$ cat src/rtl/tile_mm_sequencer_if.sv
// ----------------------------------------------------------------------------
// tile_mm_sequencer_if
// Handshake and bus bundle between the tile matrix-multiply sequencer and the
// shared matrix RAM / vector unit it drives.
//
//   start       run request into the sequencer
//   load_a      RAM A-vector read strobe
//   load_w      RAM W-vector read strobe
//   deload_out  RAM result-write strobe
//   addr_a      A read address
//   addr_w      W read address
//   addr_res    result write address
//   mac_en      vector unit accumulate enable (RAM read latency aligned)
//   acc_clr     vector unit load-instead-of-accumulate (first step of a tile)
//   test_en     RAM result dump enable
//   busy        run in progress
//   done        one-cycle completion pulse
//
// master: the sequencer side.  slave: the controlling / observing side.
// ----------------------------------------------------------------------------
interface tile_mm_sequencer_if #(
   parameter int ADDR_WIDTH = 10
) ();

   logic                  start;
   logic                  load_a;
   logic                  load_w;
   logic                  deload_out;
   logic [ADDR_WIDTH-1:0] addr_a;
   logic [ADDR_WIDTH-1:0] addr_w;
   logic [ADDR_WIDTH-1:0] addr_res;
   logic                  mac_en;
   logic                  acc_clr;
   logic                  test_en;
   logic                  busy;
   logic                  done;

   modport master (
      input  start,
      output load_a, load_w, deload_out,
      output addr_a, addr_w, addr_res,
      output mac_en, acc_clr, test_en,
      output busy, done
   );

   modport slave (
      output start,
      input  load_a, load_w, deload_out,
      input  addr_a, addr_w, addr_res,
      input  mac_en, acc_clr, test_en,
      input  busy, done
   );

endinterface

$ cat src/rtl/tile_mm_sequencer.sv
// ----------------------------------------------------------------------------
// tile_mm_sequencer
// Initiator for the shared matrix RAM.  One accepted start runs NUM_TILES
// output tiles (COL_M A/W vector reads, a drain, a two-cycle result store per
// tile), then streams NUM_TILES*ROW_A result words with test_en, then pulses
// done.  mac_en / acc_clr are the read strobe delayed by the RAM read latency.
//
// Ports:
//   clk    rising-edge clock
//   rst_n  asynchronous active-low reset; aborts a run, clears all outputs
//   bus    tile_mm_sequencer_if.master (start in; strobes, addresses,
//          vector-unit control, busy, done out)
// ----------------------------------------------------------------------------
module tile_mm_sequencer #(
   parameter int ADDR_WIDTH    = 10,
   parameter int ROW_A         = 16,
   parameter int COL_M         = 16,
   parameter int NUM_TILES     = 16,
   parameter int A_BASE        = 0,
   parameter int W_BASE        = 256,
   parameter int C_BASE        = 512,
   parameter int W_TILE_STRIDE = 16,
   parameter int W_STEP_STRIDE = 1,
   parameter int RD_LAT        = 2,
   parameter int PE_LAT        = 1
) (
   input logic                 clk,
   input logic                 rst_n,
   tile_mm_sequencer_if.master bus
);

   typedef logic [ADDR_WIDTH-1:0] addr_t;

   typedef enum logic [2:0] {
      S_IDLE,
      S_LOAD,
      S_DRAIN,
      S_STORE0,
      S_STORE1,
      S_DUMP,
      S_DONE
   } state_t;

   localparam int DRAIN_LEN = RD_LAT + PE_LAT;
   localparam int DUMP_LEN  = NUM_TILES * ROW_A;
   localparam int TMR_MAX   = (DUMP_LEN > DRAIN_LEN) ? DUMP_LEN : DRAIN_LEN;

   localparam int K_W   = (COL_M > 1)     ? $clog2(COL_M)     : 1;
   localparam int T_W   = (NUM_TILES > 1) ? $clog2(NUM_TILES) : 1;
   localparam int TMR_W = (TMR_MAX > 1)   ? $clog2(TMR_MAX)   : 1;

   localparam logic [K_W-1:0]   K_LAST     = K_W'(COL_M - 1);
   localparam logic [T_W-1:0]   T_LAST     = T_W'(NUM_TILES - 1);
   localparam logic [TMR_W-1:0] DRAIN_LAST = TMR_W'(DRAIN_LEN - 1);
   localparam logic [TMR_W-1:0] DUMP_LAST  = TMR_W'(DUMP_LEN - 1);

   state_t           state_q, state_d;
   logic [K_W-1:0]   k_q, k_d;        // reduction step within the tile
   logic [T_W-1:0]   t_q, t_d;        // output tile index
   logic [TMR_W-1:0] tmr_q, tmr_d;    // DRAIN / DUMP cycle counter

   logic  load, deload, test_en, busy, done;
   addr_t addr_a, addr_w, addr_res, res_addr;

   // Read-latency delay lines for the vector-unit controls.
   logic [RD_LAT-1:0] mac_pipe_q;
   logic [RD_LAT-1:0] clr_pipe_q;

   // All address arithmetic is done in int and truncated, so it wraps
   // modulo 2^ADDR_WIDTH.
   assign res_addr = addr_t'(C_BASE + int'(t_q) * ROW_A);

   // NOTE: sequential state is written with non-blocking assignments only, so
   // every register samples the pre-edge value of every other register.
   always_ff @(posedge clk or negedge rst_n) begin
      if (!rst_n) begin
         state_q <= S_IDLE;
         k_q     <= '0;
         t_q     <= '0;
         tmr_q   <= '0;
      end else begin
         state_q <= state_d;
         k_q     <= k_d;
         t_q     <= t_d;
         tmr_q   <= tmr_d;
      end
   end

   // NOTE: every signal driven here gets a default first; a path that leaves
   // one unassigned would infer a latch.
   always_comb begin
      state_d  = state_q;
      k_d      = k_q;
      t_d      = t_q;
      tmr_d    = tmr_q;
      load     = 1'b0;
      deload   = 1'b0;
      test_en  = 1'b0;
      busy     = 1'b0;
      done     = 1'b0;
      addr_a   = '0;
      addr_w   = '0;
      addr_res = '0;

      unique case (state_q)
         S_IDLE: begin
            if (bus.start) begin
               state_d = S_LOAD;
               k_d     = '0;
               t_d     = '0;
            end
         end
         S_LOAD: begin
            busy   = 1'b1;
            load   = 1'b1;
            addr_a = addr_t'(A_BASE + int'(k_q));
            addr_w = addr_t'(W_BASE + int'(t_q) * W_TILE_STRIDE
                             + int'(k_q) * W_STEP_STRIDE);
            if (k_q == K_LAST) begin
               k_d     = '0;
               tmr_d   = '0;
               state_d = S_DRAIN;
            end else begin
               k_d = k_q + 1'b1;
            end
         end
         S_DRAIN: begin
            // Covers the last read's latency plus accumulator settle.
            busy = 1'b1;
            if (tmr_q == DRAIN_LAST) begin
               state_d = S_STORE0;
            end else begin
               tmr_d = tmr_q + 1'b1;
            end
         end
         S_STORE0: begin
            busy     = 1'b1;
            deload   = 1'b1;
            addr_res = res_addr;
            state_d  = S_STORE1;
         end
         S_STORE1: begin
            // The RAM registers deload_out, so addr_res stays valid one more cycle.
            busy     = 1'b1;
            addr_res = res_addr;
            if (t_q == T_LAST) begin
               t_d     = '0;
               tmr_d   = '0;
               state_d = S_DUMP;
            end else begin
               t_d     = t_q + 1'b1;
               state_d = S_LOAD;
            end
         end
         S_DUMP: begin
            busy    = 1'b1;
            test_en = 1'b1;
            if (tmr_q == DUMP_LAST) begin
               state_d = S_DONE;
            end else begin
               tmr_d = tmr_q + 1'b1;
            end
         end
         S_DONE: begin
            // start is not looked at here, so a request in the done cycle is dropped.
            done    = 1'b1;
            state_d = S_IDLE;
         end
         default: state_d = S_IDLE;
      endcase
   end

   // NOTE: the delay lines are reset so an aborted run cannot leave a stale
   // mac_en / acc_clr in flight toward the vector unit.
   always_ff @(posedge clk or negedge rst_n) begin
      if (!rst_n) begin
         mac_pipe_q <= '0;
         clr_pipe_q <= '0;
      end else begin
         mac_pipe_q[0] <= load;
         clr_pipe_q[0] <= load && (k_q == '0);
         for (int i = 1; i < RD_LAT; i++) begin
            mac_pipe_q[i] <= mac_pipe_q[i-1];
            clr_pipe_q[i] <= clr_pipe_q[i-1];
         end
      end
   end

   assign bus.load_a     = load;
   assign bus.load_w     = load;
   assign bus.deload_out = deload;
   assign bus.addr_a     = addr_a;
   assign bus.addr_w     = addr_w;
   assign bus.addr_res   = addr_res;
   assign bus.mac_en     = mac_pipe_q[RD_LAT-1];
   assign bus.acc_clr    = clr_pipe_q[RD_LAT-1];
   assign bus.test_en    = test_en;
   assign bus.busy       = busy;
   assign bus.done       = done;

endmodule

$ cat src/flat_wrapper.sv
// flat-port wrapper written by rule: the top's interface ports become plain ports
module tile_mm_sequencer_flat 
#(
   parameter int ADDR_WIDTH    = 10,
   parameter int ROW_A         = 16,
   parameter int COL_M         = 16,
   parameter int NUM_TILES     = 16,
   parameter int A_BASE        = 0,
   parameter int W_BASE        = 256,
   parameter int C_BASE        = 512,
   parameter int W_TILE_STRIDE = 16,
   parameter int W_STEP_STRIDE = 1,
   parameter int RD_LAT        = 2,
   parameter int PE_LAT        = 1
)
  (clk, rst_n, bus_start, bus_load_a, bus_load_w, bus_deload_out, bus_addr_a, bus_addr_w, bus_addr_res, bus_mac_en, bus_acc_clr, bus_test_en, bus_busy, bus_done);
  tile_mm_sequencer_if #(.ADDR_WIDTH(ADDR_WIDTH)) bus_i ();
  input logic clk;
  input logic rst_n;
  input wire logic [$bits(bus_i.start)-1:0] bus_start;
  output wire logic [$bits(bus_i.load_a)-1:0] bus_load_a;
  output wire logic [$bits(bus_i.load_w)-1:0] bus_load_w;
  output wire logic [$bits(bus_i.deload_out)-1:0] bus_deload_out;
  output wire logic [$bits(bus_i.addr_a)-1:0] bus_addr_a;
  output wire logic [$bits(bus_i.addr_w)-1:0] bus_addr_w;
  output wire logic [$bits(bus_i.addr_res)-1:0] bus_addr_res;
  output wire logic [$bits(bus_i.mac_en)-1:0] bus_mac_en;
  output wire logic [$bits(bus_i.acc_clr)-1:0] bus_acc_clr;
  output wire logic [$bits(bus_i.test_en)-1:0] bus_test_en;
  output wire logic [$bits(bus_i.busy)-1:0] bus_busy;
  output wire logic [$bits(bus_i.done)-1:0] bus_done;
  assign bus_i.start = bus_start;
  assign bus_load_a = bus_i.load_a;
  assign bus_load_w = bus_i.load_w;
  assign bus_deload_out = bus_i.deload_out;
  assign bus_addr_a = bus_i.addr_a;
  assign bus_addr_w = bus_i.addr_w;
  assign bus_addr_res = bus_i.addr_res;
  assign bus_mac_en = bus_i.mac_en;
  assign bus_acc_clr = bus_i.acc_clr;
  assign bus_test_en = bus_i.test_en;
  assign bus_busy = bus_i.busy;
  assign bus_done = bus_i.done;
  tile_mm_sequencer #(.ADDR_WIDTH(ADDR_WIDTH), .ROW_A(ROW_A), .COL_M(COL_M), .NUM_TILES(NUM_TILES), .A_BASE(A_BASE), .W_BASE(W_BASE), .C_BASE(C_BASE), .W_TILE_STRIDE(W_TILE_STRIDE), .W_STEP_STRIDE(W_STEP_STRIDE), .RD_LAT(RD_LAT), .PE_LAT(PE_LAT)) u_core (.clk(clk), .rst_n(rst_n), .bus(bus_i));
endmodule
$ cat config.mk
export PLATFORM = sky130hd
export DESIGN_NAME = tile_mm_sequencer_flat
export DESIGN_NICKNAME = d
export VERILOG_FILES = /design/src/rtl/tile_mm_sequencer_if.sv /design/src/rtl/tile_mm_sequencer.sv /design/src/flat_wrapper.sv
export SDC_FILE = /design/constraint.sdc
export NUM_CORES = 1
export LEC_CHECK = 0
export BUFFER_PORTS_ARGS = -buffer_cell sky130_fd_sc_hd__buf_4
export CAP_MARGIN = 30
export CORE_ASPECT_RATIO = 1.75
export CORE_MARGIN = 5
export CORE_UTILIZATION = 40
export DETAILED_ROUTE_END_ITERATION = 6
export PLACE_DENSITY_LB_ADDON = 0.08
export SYNTH_ARGS = -nofsm -noshare
export SYNTH_HDL_FRONTEND = slang
export SYNTH_SLANG_ARGS = --single-unit
export TNS_END_PERCENT = 20
$ cat constraint.sdc
create_clock -name clk -period 2.6 [get_ports clk]
set_input_delay 0.39 -clock clk [delete_from_list [all_inputs] [get_ports clk]]
set_output_delay 0.39 -clock clk [all_outputs]
set_load 0.02 [all_outputs]
== After elaboration in Yosys (flattened, before gate mapping) ==
Index checks and enable logic that the tools add are counted.

* Input bits: 3
* RAM bits: 0
* Memories: 0
* Latch bits: 0
* Register bits: 23
* Output and inout bits: 38
* Memory bits (read-only): 0
* Word-level logic and storage cells: 65

* Reductions and logical operators: 12
* Bitwise gates (word level): 0
* Magnitude comparators: 0
* Multiplexer cells: 24
* Div/mod/pow operators: 0
* $add $sub $neg: 6
* $mul: 0
* Shifts and indexed selects: 0
* Equality and inequality tests: 17

{| class="wikitable"
|+ Operator list
! operator !! count
|-
| 8-bit two-way mux || 4
|-
| 8-bit one-hot mux with 4 select lines || 1
|-
| 10-bit two-way mux || 2
|-
| 3-bit one-hot mux with 6 select lines || 1
|-
| 4-bit two-way mux || 4
|-
| 4-bit one-hot mux with 2 select lines || 2
|-
| 3-bit two-way mux || 5
|-
| 10-bit by 5-bit adder with 10-bit output || 1
|-
| 10-bit by 8-bit adder with 10-bit output, first input constant || 1
|-
| 9-bit by 8-bit adder with 10-bit output, first input constant || 1
|-
| 3-bit equality test, second input constant || 3
|-
| 4-bit by 1-bit adder with 4-bit output, second input constant || 2
|-
| 8-bit by 1-bit adder with 8-bit output, second input constant || 1
|-
| 4-bit equality test, second input constant || 2
|-
| 8-bit by 2-bit equality test with 1-bit output, second input constant || 1
|-
| 8-bit equality test, second input constant || 1
|-
| 2-bit by 1-bit inequality test with 1-bit output, second input constant || 4
|-
| 3-bit by 2-bit equality test with 1-bit output, second input constant || 2
|-
| 2-bit inequality test, second input constant || 3
|-
| 1-bit two-way mux || 5
|-
| 5-bit AND reduction || 1
|-
| 5-bit OR reduction || 1
|-
| 4-bit zero test || 1
|-
| 2-bit AND reduction || 2
|-
| 7 further kinds || 8
|}

== Longest topological paths before layout ==
Gate-level depths: netlist of the first run.

* Depth in word-level cells: 3
* Depth in mapped cells: 6
* Depth with buffers taken out: 6

== Worst setup path after synthesis of the first run ==
OpenSTA, ideal clock, no wires.

* Path type: register to output
* Start point: register u_core.state_q[2]
* End point: output bus_addr_w[2]
* Arrival time: 1.688 ns
* Slack: 0.522 ns
* Data required time: 2.210 ns
* Stages on the path, launching flop included: 5
* Buffers on the path: 2
* Cell sequence: dfrtp_1 -> nor3b_1 -> clkbuf_1 -> and2_1 -> buf_4

* Word-level cells in the longest chain between the ends: 2

{| class="wikitable"
|+ Ends and longest elaborated chain
! what !! line !! source
|-
| start: declaration || tile_mm_sequencer.sv:57 || <nowiki>state_t state_q, state_d;</nowiki>
|-
| start signal: assignment || tile_mm_sequencer.sv:82 || <nowiki>state_q <= state_d;</nowiki>
|-
| 3-bit by 1-bit equality test with 1-bit output || tile_mm_sequencer.sv:105 || <nowiki>unique case (state_q)</nowiki>
|-
| 10-bit two-way mux || tile_mm_sequencer.sv:105 ||
|-
| end: declaration || flat_wrapper.sv:25 || <nowiki>output wire logic [$bits(bus_i.addr_w)-1:0] bus_addr_w;</nowiki>
|}

Every way passes these cells.

== Worst setup path in the final report of the first run ==
* Start point: register u_core.state_q[2]
* End point: output bus_addr_res[4]

* Word-level cells in the longest chain between the ends: 3
* Elaborated cells on any way between the ends: 4
* Classes of those cells: eq/ne: 2; mux: 1; reduce/logical: 1

{| class="wikitable"
|+ Ends and longest elaborated chain
! what !! line !! source
|-
| 3-bit by 2-bit equality test with 1-bit output or 3-bit equality test (tied branches) || tile_mm_sequencer.sv:105 ||
|-
| 2-bit OR reduction (no source line) * || n/a ||
|-
| 10-bit two-way mux * || tile_mm_sequencer.sv:105 ||
|-
| end: declaration || flat_wrapper.sv:26 || <nowiki>output wire logic [$bits(bus_i.addr_res)-1:0] bus_addr_res;</nowiki>
|}

Mark *: on every way between the ends. The rest lies on a longest branch, timed or not.

==> results.toml, run 1 <==
[run_status]
status = "completed"

[floorplanning]
dieArea_mm2 = 0.005277
io_pins = 41
fp-row-count = 30
fp.dieW_um = 57.10
die_h_um = 92.42
core_region_area_mm2 = 0.003829
start_util_pct = 40.56

[clock_network]
cts_tree = "built"
path_clk_slew_ns = 0.09
clock_latency_ns = 0.27
clockBufferDepth = 2
htree_levels = 1
post_cts_buffers = 0
cts.sinks = 23
cts-resized-gates = 0
postCtsHoldBufs = 0
clockRootBuffer = "clkbuf_8"
cts_made_buffers = 3

[placement]
dp_cells = 237
dp_hpwl_mm = 2.813
gp_congestion = 0.8246
portBuffers = 28

[power_and_ir_drop]
max-vdd-ir-drop_mv = 0.4627
p_per_area_mw_per_mm2 = 981.2
power_leakage_nw = 0.8716

[synthesis]
synth-seq-cells = 23
synthArstFlopShare_pct = 100.0
yosys.cell_types.count = 42
yosysWarningCount = 0
synth_area_leader_cell = "dfrtp_1"
synthTopCellsByArea = "dfrtp_1 (37%), buf_4 (8.7%), and2_1 (4.8%), o21ai_0 (4.2%), ha_1 (4.0%)"
avgSynthCellArea_um2 = 8.924
synth_edf_count = 0
synth_common_cells = "dfrtp_1 (23), buf_4 (18), o21ai_0 (13)"
yosysSeqAreaShare_pct = 37.07
yosysTopAreaCellShare_pct = 37.07
yosysMostFrequentCell = "dfrtp_1"
synthesis.instances = 174
ys.flop_type = "dfrtp_1"
synth_area_mm2 = 0.001553

[global_route]
grt_pass1_wl_mm = 6.210
grt_max_degree = 24
antenna_found_initial = 0
first_global_vias = 1303
overflow = 0
grtUsageTotal_pct = 14.67

[route]
vias = 1248
drc = 0
drt-initial-drc-count = 52
ant_nets = 0
routed_wl_mm = 3.672
avgViaCountPerCell = 5.178
dr.pass1.iters = 4
wl_per_cell_um = 15.24

[timing]
period_share_pct = 88.08
slew_headroom_pct = 55.59
finalSetupTns_ns = 0
setup_viol = 0
skew_ns = 0.005422
hold_viol_final = 0
rsz0062_at_grt = "no"
fmax_mhz = 436.7
drv_slew = 0
fin_crit_ns = 2.290
worst_slew_pin_slew_ns = 0.6648

[setup_path]
arrival_ns = 1.90
cp-endpoint = "bus_addr_res[4]"
r2r-start = "u_core.state_q[2]"
r2r_end = "u_core.tmr_q[0]"
cp.required_ns = 2.21
cp_max_fo = 16
critPathLaunch = "u_core.state_q[2]"
worstSetupStartpointType = "register"
rrSetupSlack_ns = 0.48
cp-end-kind = "primary output"
critPathKind = "register to primary output"
rr_worst_depth = 4

[finish]
finish.utilization_pct = 45.88
instances_no_fill = 241
drive_gt1_share_pct = 21.24
area_growth_pct = 13.13
antenna_cells = 0
finalNetCount = 202

[worst_hold_path]
min_path_type = "input pin to asynchronous set/reset pin"

[run]
maxCapViolations = 0
[kinds of logic (layout without fill, tap and decap cells)]
kind of cell	after synthesis	after routing	synth area share, %
and+or+nand+nor	69	69	23.77
AOI/OAI and AO/OA	37	37	18.61
adders and majority gates	5	5	4.029
muxes	5	5	3.465
other	1	12	0.2415
buffers and inverters	34	42	12.81
DFF	23	23	37.07
[worst min-delay path by stage]
stage	start	end
floorplan	rst_n	u_core.clr_pipe_q[0]
CTS	rst_n	u_core.tmr_q[6]
global route	rst_n	u_core.tmr_q[4]
detailed placement	rst_n	u_core.tmr_q[6]
global placement	rst_n	u_core.tmr_q[6]
finish	rst_n	u_core.mac_pipe_q[0]
[cell usage in the layout (no fill, tap or decap), types with 2 or more instances in the layout]
master	netlist	layout
ha_1	5	5
nor2_1	10	10
buf_4	18	30
and2_1	12	12
nor3b_1	2	2
nor3_1	8	8
mux2_1	2	2
nand3_1	9	9
a2111oi_0	2	2
o21bai_1	2	2
o21ai_0	13	13
dfrtp_1	23	23
a21o_1	2	2
and3_1	5	5
clkbuf_8	0	3
conb_1	1	12
a211o_1	3	3
nand2_1	12	12
a21oi_1	3	3
inv_1	8	8
a22o_1	2	2
nor4b_1	2	2
mux2i_1	2	2
nand4_1	3	3
[power breakdown]
| group | internal (mW) | total (mW) | switching, mW |
|---|---|---|---|
| clock network | 0.107 | 0.232 | 0.125 |
| registers | 0.451 | 0.589 | 0.137 |
| logic | 0.366 | 0.903 | 0.537 |
[worst max-delay path, stage by stage (launching register included)]
cell and delay [ns]:
dfrtp_1 0.63, or3b_2 0.55, nand2_1 0.17, and2_1 0.15, buf_4 0.14
[final cells by class]
cell class,count,area [um2]
fillers,386,2072
multi-input cells,128,819.5
flip-flops and latches,23,575.6
repair buffers,30,225.2
well taps,48,60.06
clock buffers,3,41.29
inverters,8,30.03
clock inverters,1,5.005
[flip-flops by register name, indices dropped and copies added, names as in the netlist]
signal / cells
u_core.mac_pipe_q: 2
u_core.t_q: 4
u_core.clr_pipe_q: 2
u_core.state_q: 3
u_core.tmr_q: 8
u_core.k_q: 4
[metal layers]
metal | up-vias | global-route usage, % | wire length, um
met4 | 0 | 5.222 | 31
met2 | 26 | 27.67 | 2059
met1 | 600 | 16.08 | 1447
met5 | - | 0 | 0
met3 | 2 | 2.092 | 134
li1 | 620 | - | -
[per-stage QoR]
stage / hold slack, ns / instance area [um2] / setup slack, ns / power, mW
floorplan: 0.09441 / 1594 / 0.5218 / 1.245
finish: 0.006384 / 1757 / 0.3099 / 1.724
global placement: 0.3114 / 1710 / 0.5662 / 1.492
CTS: 0.01713 / 1757 / 0.3035 / 1.733
global route: 0.02991 / 1757 / 0.2068 / 1.861
detailed placement: 0.3103 / 1710 / 0.5006 / 1.501
Power figures use the tool's default switching activity.
==> run 2: changes to the inputs <==
Settings changed: RECOVER_POWER set to 50.
==> results.toml, run 2 (synthesis results as in run 1) <==
[clock_network]
clock_latency_ns = 0.27
cts_made_buffers = 3
clockBufferDepth = 2
postCtsHoldBufs = 0
cts-resized-gates = 0
post_cts_buffers = 0
cts.sinks = 23
path_clk_slew_ns = 0.09
cts_tree = "built"
clockRootBuffer = "clkbuf_8"
htree_levels = 1

[timing]
finalSetupTns_ns = 0
fmax_mhz = 436.7
setup_slack_ns = 0.3099
skew_ns = 0.005422
drv_slew = 0
worst_slew_pin_slew_ns = 1.277
slew_headroom_pct = 14.89
fin_crit_ns = 2.290
hold_viol_final = 0
period_share_pct = 88.08
setup_viol = 0
rsz0062_at_grt = "no"

[route]
vias = 1248
dr.pass1.iters = 4
avgViaCountPerCell = 5.178
drc = 0
drt-initial-drc-count = 52
wl_per_cell_um = 15.21
routed_wl_mm = 3.666
ant_nets = 0

[global_route]
overflow = 0
first_global_vias = 1303
global_route.usage.met1_pct = 16.08
grt_pass1_wl_mm = 6.210
grt_max_degree = 24
antenna_found_initial = 0
grt-busiest-layer = "met2"
met2_usage_pct = 27.67
grt_use_met3_pct = 2.092
grtUsageTotal_pct = 14.67

[finish]
multi_input_area_um2 = 819.5
finish.utilization_pct = 45.59
final_cell_mix = "buf_4 (27), dfrtp_1 (23), o21ai_0 (13)"
fin_area_mm2 = 0.001745
area_growth_pct = 12.41
largest_reg_flops = 8
regMostFlops = "u_core.tmr_q"
antenna_cells = 0
drive_gt1_share_pct = 19.69
finalNetCount = 202
layout_commonest_cell = "buf_4"
instances_no_fill = 241
seqCellArea_um2 = 575.6
top_regs = "u_core.tmr_q x8, u_core.k_q x4, u_core.t_q x4"
fillers = 387

[placement]
dp_cells = 237
portBuffers = 28
place_ws_ns = 0.5006
dp_hpwl_mm = 2.813
placed_area_mm2 = 0.001710
gp_congestion = 0.8246

[floorplanning]
start_util_pct = 40.56
die_h_um = 92.42
fp-row-count = 30
io_pins = 41
core_region_area_mm2 = 0.003829
dieArea_mm2 = 0.005277
fp.dieW_um = 57.10

[setup_path]
cp-end-kind = "primary output"
rr_worst_depth = 4
arrival_ns = 1.90
cp.required_ns = 2.21
cpPeakStageDelay_ns = 0.63
critPathKind = "register to primary output"
slowest_stage = "dfrtp_1"
cp_cell_sequence = "or3b_2 > nand2_1 > and2_1 > buf_4"
cp_max_fo = 16
worstSetupStartpointType = "register"

[run_status]
status = "completed"

[power_and_ir_drop]
max-vdd-ir-drop_mv = 0.4626
p_per_area_mw_per_mm2 = 980.5
power_leakage_nw = 0.8599

[run]
maxCapViolations = 0

[worst_hold_path]
min_path_cells = 0
min_path_type = "register to register"
==> run 2: changes by cell type in the layout (fill, tap and decap cells not counted) <==
cell / delta
clkbuf_1: +3
buf_4: -3
==> run 2: final timing paths <==
path,from,endpoint,slack [ns]
min in group asynchronous,rst_n,u_core.mac_pipe_q[0],0.38
worst max-delay path,u_core.state_q[2],bus_addr_res[4],0.31
worst min register to register,u_core.clr_pipe_q[0],u_core.clr_pipe_q[1],0.36
max in group asynchronous,rst_n,u_core.k_q[2],1.47
worst max register to register,u_core.state_q[2],u_core.tmr_q[0],0.48
worst min-delay path,u_core.clr_pipe_q[0],u_core.clr_pipe_q[1],0.36
==> run 2: critical path: cells and delay by family (launching register included) <==
family	cells	cell delay, ns
and+or+nand+nor	3	0.87
DFF	1	0.63
buffers and inverters	1	0.14
==> run 2: final cells by class <==
cell class,instances,area share (%)
multi-input cells,128,46.95
well taps,48,3.441
repair buffers,30,12.26
clock buffers,3,2.366
flip-flops and latches,23,32.97
inverters,8,1.720
clock inverters,1,0.2867
==> run 2: stage by stage <==
stage / power, mW / hold WS, ns
2_1_floorplan: 1.245 / 0.09441
3_3_place_gp: 1.492 / 0.3114
3_5_place_dp: 1.501 / 0.3103
4_1_cts: 1.733 / 0.01713
5_1_grt: 1.848 / 0.3626
6_report: 1.711 / 0.3568
==> run 2: metal layers <==
| layer | vias to the layer above | wire (um) |
|---|---|---|
| li1 | 620 | - |
| met1 | 600 | 1444 |
| met2 | 26 | 2057 |
| met3 | 2 | 133 |
| met4 | 0 | 31 |
| met5 | - | 0 |
==> run 2: power by group <==
| group | switching, mW | total [mW] | internal [mW] |
|---|---|---|---|
| registers | 0.137 | 0.588 | 0.451 |
| logic | 0.537 | 0.891 | 0.354 |
| clock network | 0.125 | 0.232 | 0.107 |
==> run 3: changes to the inputs <==
Settings changed: CORE_ASPECT_RATIO 1.75 to unset.
==> results.toml, run 3 (synthesis results as in run 1) <==
[worst_hold_path]
hp-start = "u_core.mac_pipe_q[0]"
min_path_type = "register to register"

[setup_path]
cp-end-kind = "primary output"
worstSetupStartpointType = "register"
critPathKind = "register to primary output"
critPathLaunch = "u_core.state_q[2]"
arrival_ns = 1.89
r2r-start = "u_core.state_q[2]"
cp_max_fo = 16
cp.required_ns = 2.21

[clock_network]
cts_made_buffers = 3
clockRootBuffer = "clkbuf_8"
path_clk_slew_ns = 0.08
clockBufferDepth = 2
post_cts_buffers = 0
cts-resized-gates = 0
clock_latency_ns = 0.26
cts.sinks = 23
htree_levels = 1
cts_tree = "built"
postCtsHoldBufs = 0

[placement]
place_ws_ns = 0.4800
dp_hpwl_mm = 2.544
gp_congestion = 0.8196
portBuffers = 28

[timing]
skew_ns = 0.005597
worst_slew_pin_slew_ns = 1.307
slew_headroom_pct = 12.84
rsz0062_at_grt = "no"
period_share_pct = 87.81
setup_slack_ns = 0.3171
hold_viol_final = 0
fmax_mhz = 438.0
drv_slew = 0
fin_crit_ns = 2.283
setup_viol = 0
finalSetupTns_ns = 0

[power_and_ir_drop]
max-vdd-ir-drop_mv = 0.4315
p_per_area_mw_per_mm2 = 972.5
seqPwrFrac_pct = 34.8
p_sw_share_pct = 46.00
finalPower_mw = 1.696
pwr-share-comb_pct = 52.3
switching_power_mw = 0.7803
p_int_mw = 0.9159
power_leakage_nw = 0.8572
p_clk_share_pct = 12.9

[route]
drc = 0
wl_per_cell_um = 14.13
ant_nets = 0
avgViaCountPerCell = 5.261
routed_wl_mm = 3.405
vias = 1268
drt-initial-drc-count = 71
dr.pass1.iters = 6

[floorplanning]
core_region_area_mm2 = 0.003716
io_pins = 41
fp-row-count = 22
fp.dieW_um = 72.31
die_h_um = 72.31
start_util_pct = 41.78
dieArea_mm2 = 0.005228

[global_route]
grtUsageTotal_pct = 13.50
antenna_found_initial = 0
grt_pass1_wl_mm = 5.699
grt_max_degree = 24
overflow = 0
first_global_vias = 1208

[finish]
regMostFlops = "u_core.tmr_q"
antenna_cells = 0
largest_reg_flops = 8
finish.utilization_pct = 46.94
top_regs = "u_core.tmr_q x8, u_core.k_q x4, u_core.t_q x4"
fillers = 380
area_growth_pct = 12.33
finalNetCount = 202
drive_gt1_share_pct = 19.17
layout_commonest_cell = "buf_4"
final_cell_mix = "buf_4 (27), dfrtp_1 (23), o21ai_0 (13)"

[run]
maxCapViolations = 0

[run_status]
status = "completed"
run 3: cell count changes in the layout (fill, tap and decap cells not counted), sizes merged:
| cell | delta |
|---|---|
| clkinv | -1 |
| clkbuf | +1 |
run 3: final cells by class:
type | instances | area [um2] | share of cell area [%]
timing repair buffer | 30 | 214.0 | 12.27
sequential | 23 | 575.6 | 33.00
clock buffer | 4 | 45.04 | 2.583
multi-input combinational | 128 | 819.5 | 46.99
inverter | 8 | 30.03 | 1.722
tap | 48 | 60.06 | 3.443
run 3: critical path: stages, from the launching register on:
cell and delay [ns]:
dfrtp_1 0.65, or3b_2 0.56, nand2_1 0.15, and2_1 0.14, buf_4 0.13
run 3: metrics by stage:
| step | instances | hold slack, ns | instance area (um2) |
|---|---|---|---|
| 2_1_floorplan | 185 | 0.09441 | 1594 |
| 3_3_place_gp | 237 | 0.3062 | 1710 |
| 3_5_place_dp | 237 | 0.3090 | 1710 |
| 4_1_cts | 241 | 0.01604 | 1755 |
| 5_1_grt | 241 | 0.3586 | 1744 |
| 6_report | 241 | 0.3531 | 1744 |
run 3: power by group through the flow:
stage	combinational (mW)	clock, mW	sequential [mW]
after floorplan	0.701	0	0.545
after global placement	0.897	0	0.584
after detailed placement	0.901	0	0.594
after CTS	0.905	0.227	0.588
after global routing	0.977	0.242	0.613
final	0.887	0.219	0.591
run 3: per-layer routing:
metal / track usage, % / up-vias / part of all wire [%]
li1: - / 623 / -
met1: 18.90 / 614 / 48
met2: 21.23 / 29 / 46
met3: 3.324 / 2 / 5.5
met4: 2.505 / 0 / 0.50
met5: 0 / - / 0
run 3: worst paths after layout:
kind / to / slack (ns) / cells past startpoint
worst max-delay path: bus_addr_res[4] / 0.32 / 4
worst min-delay path: u_core.mac_pipe_q[1] / 0.35 / 0
worst max register to register: u_core.tmr_q[0] / 0.46 / 4
worst min register to register: u_core.mac_pipe_q[1] / 0.35 / 0
max in group asynchronous: u_core.tmr_q[7] / 1.43 / 1
min in group asynchronous: u_core.t_q[1] / 0.40 / 1
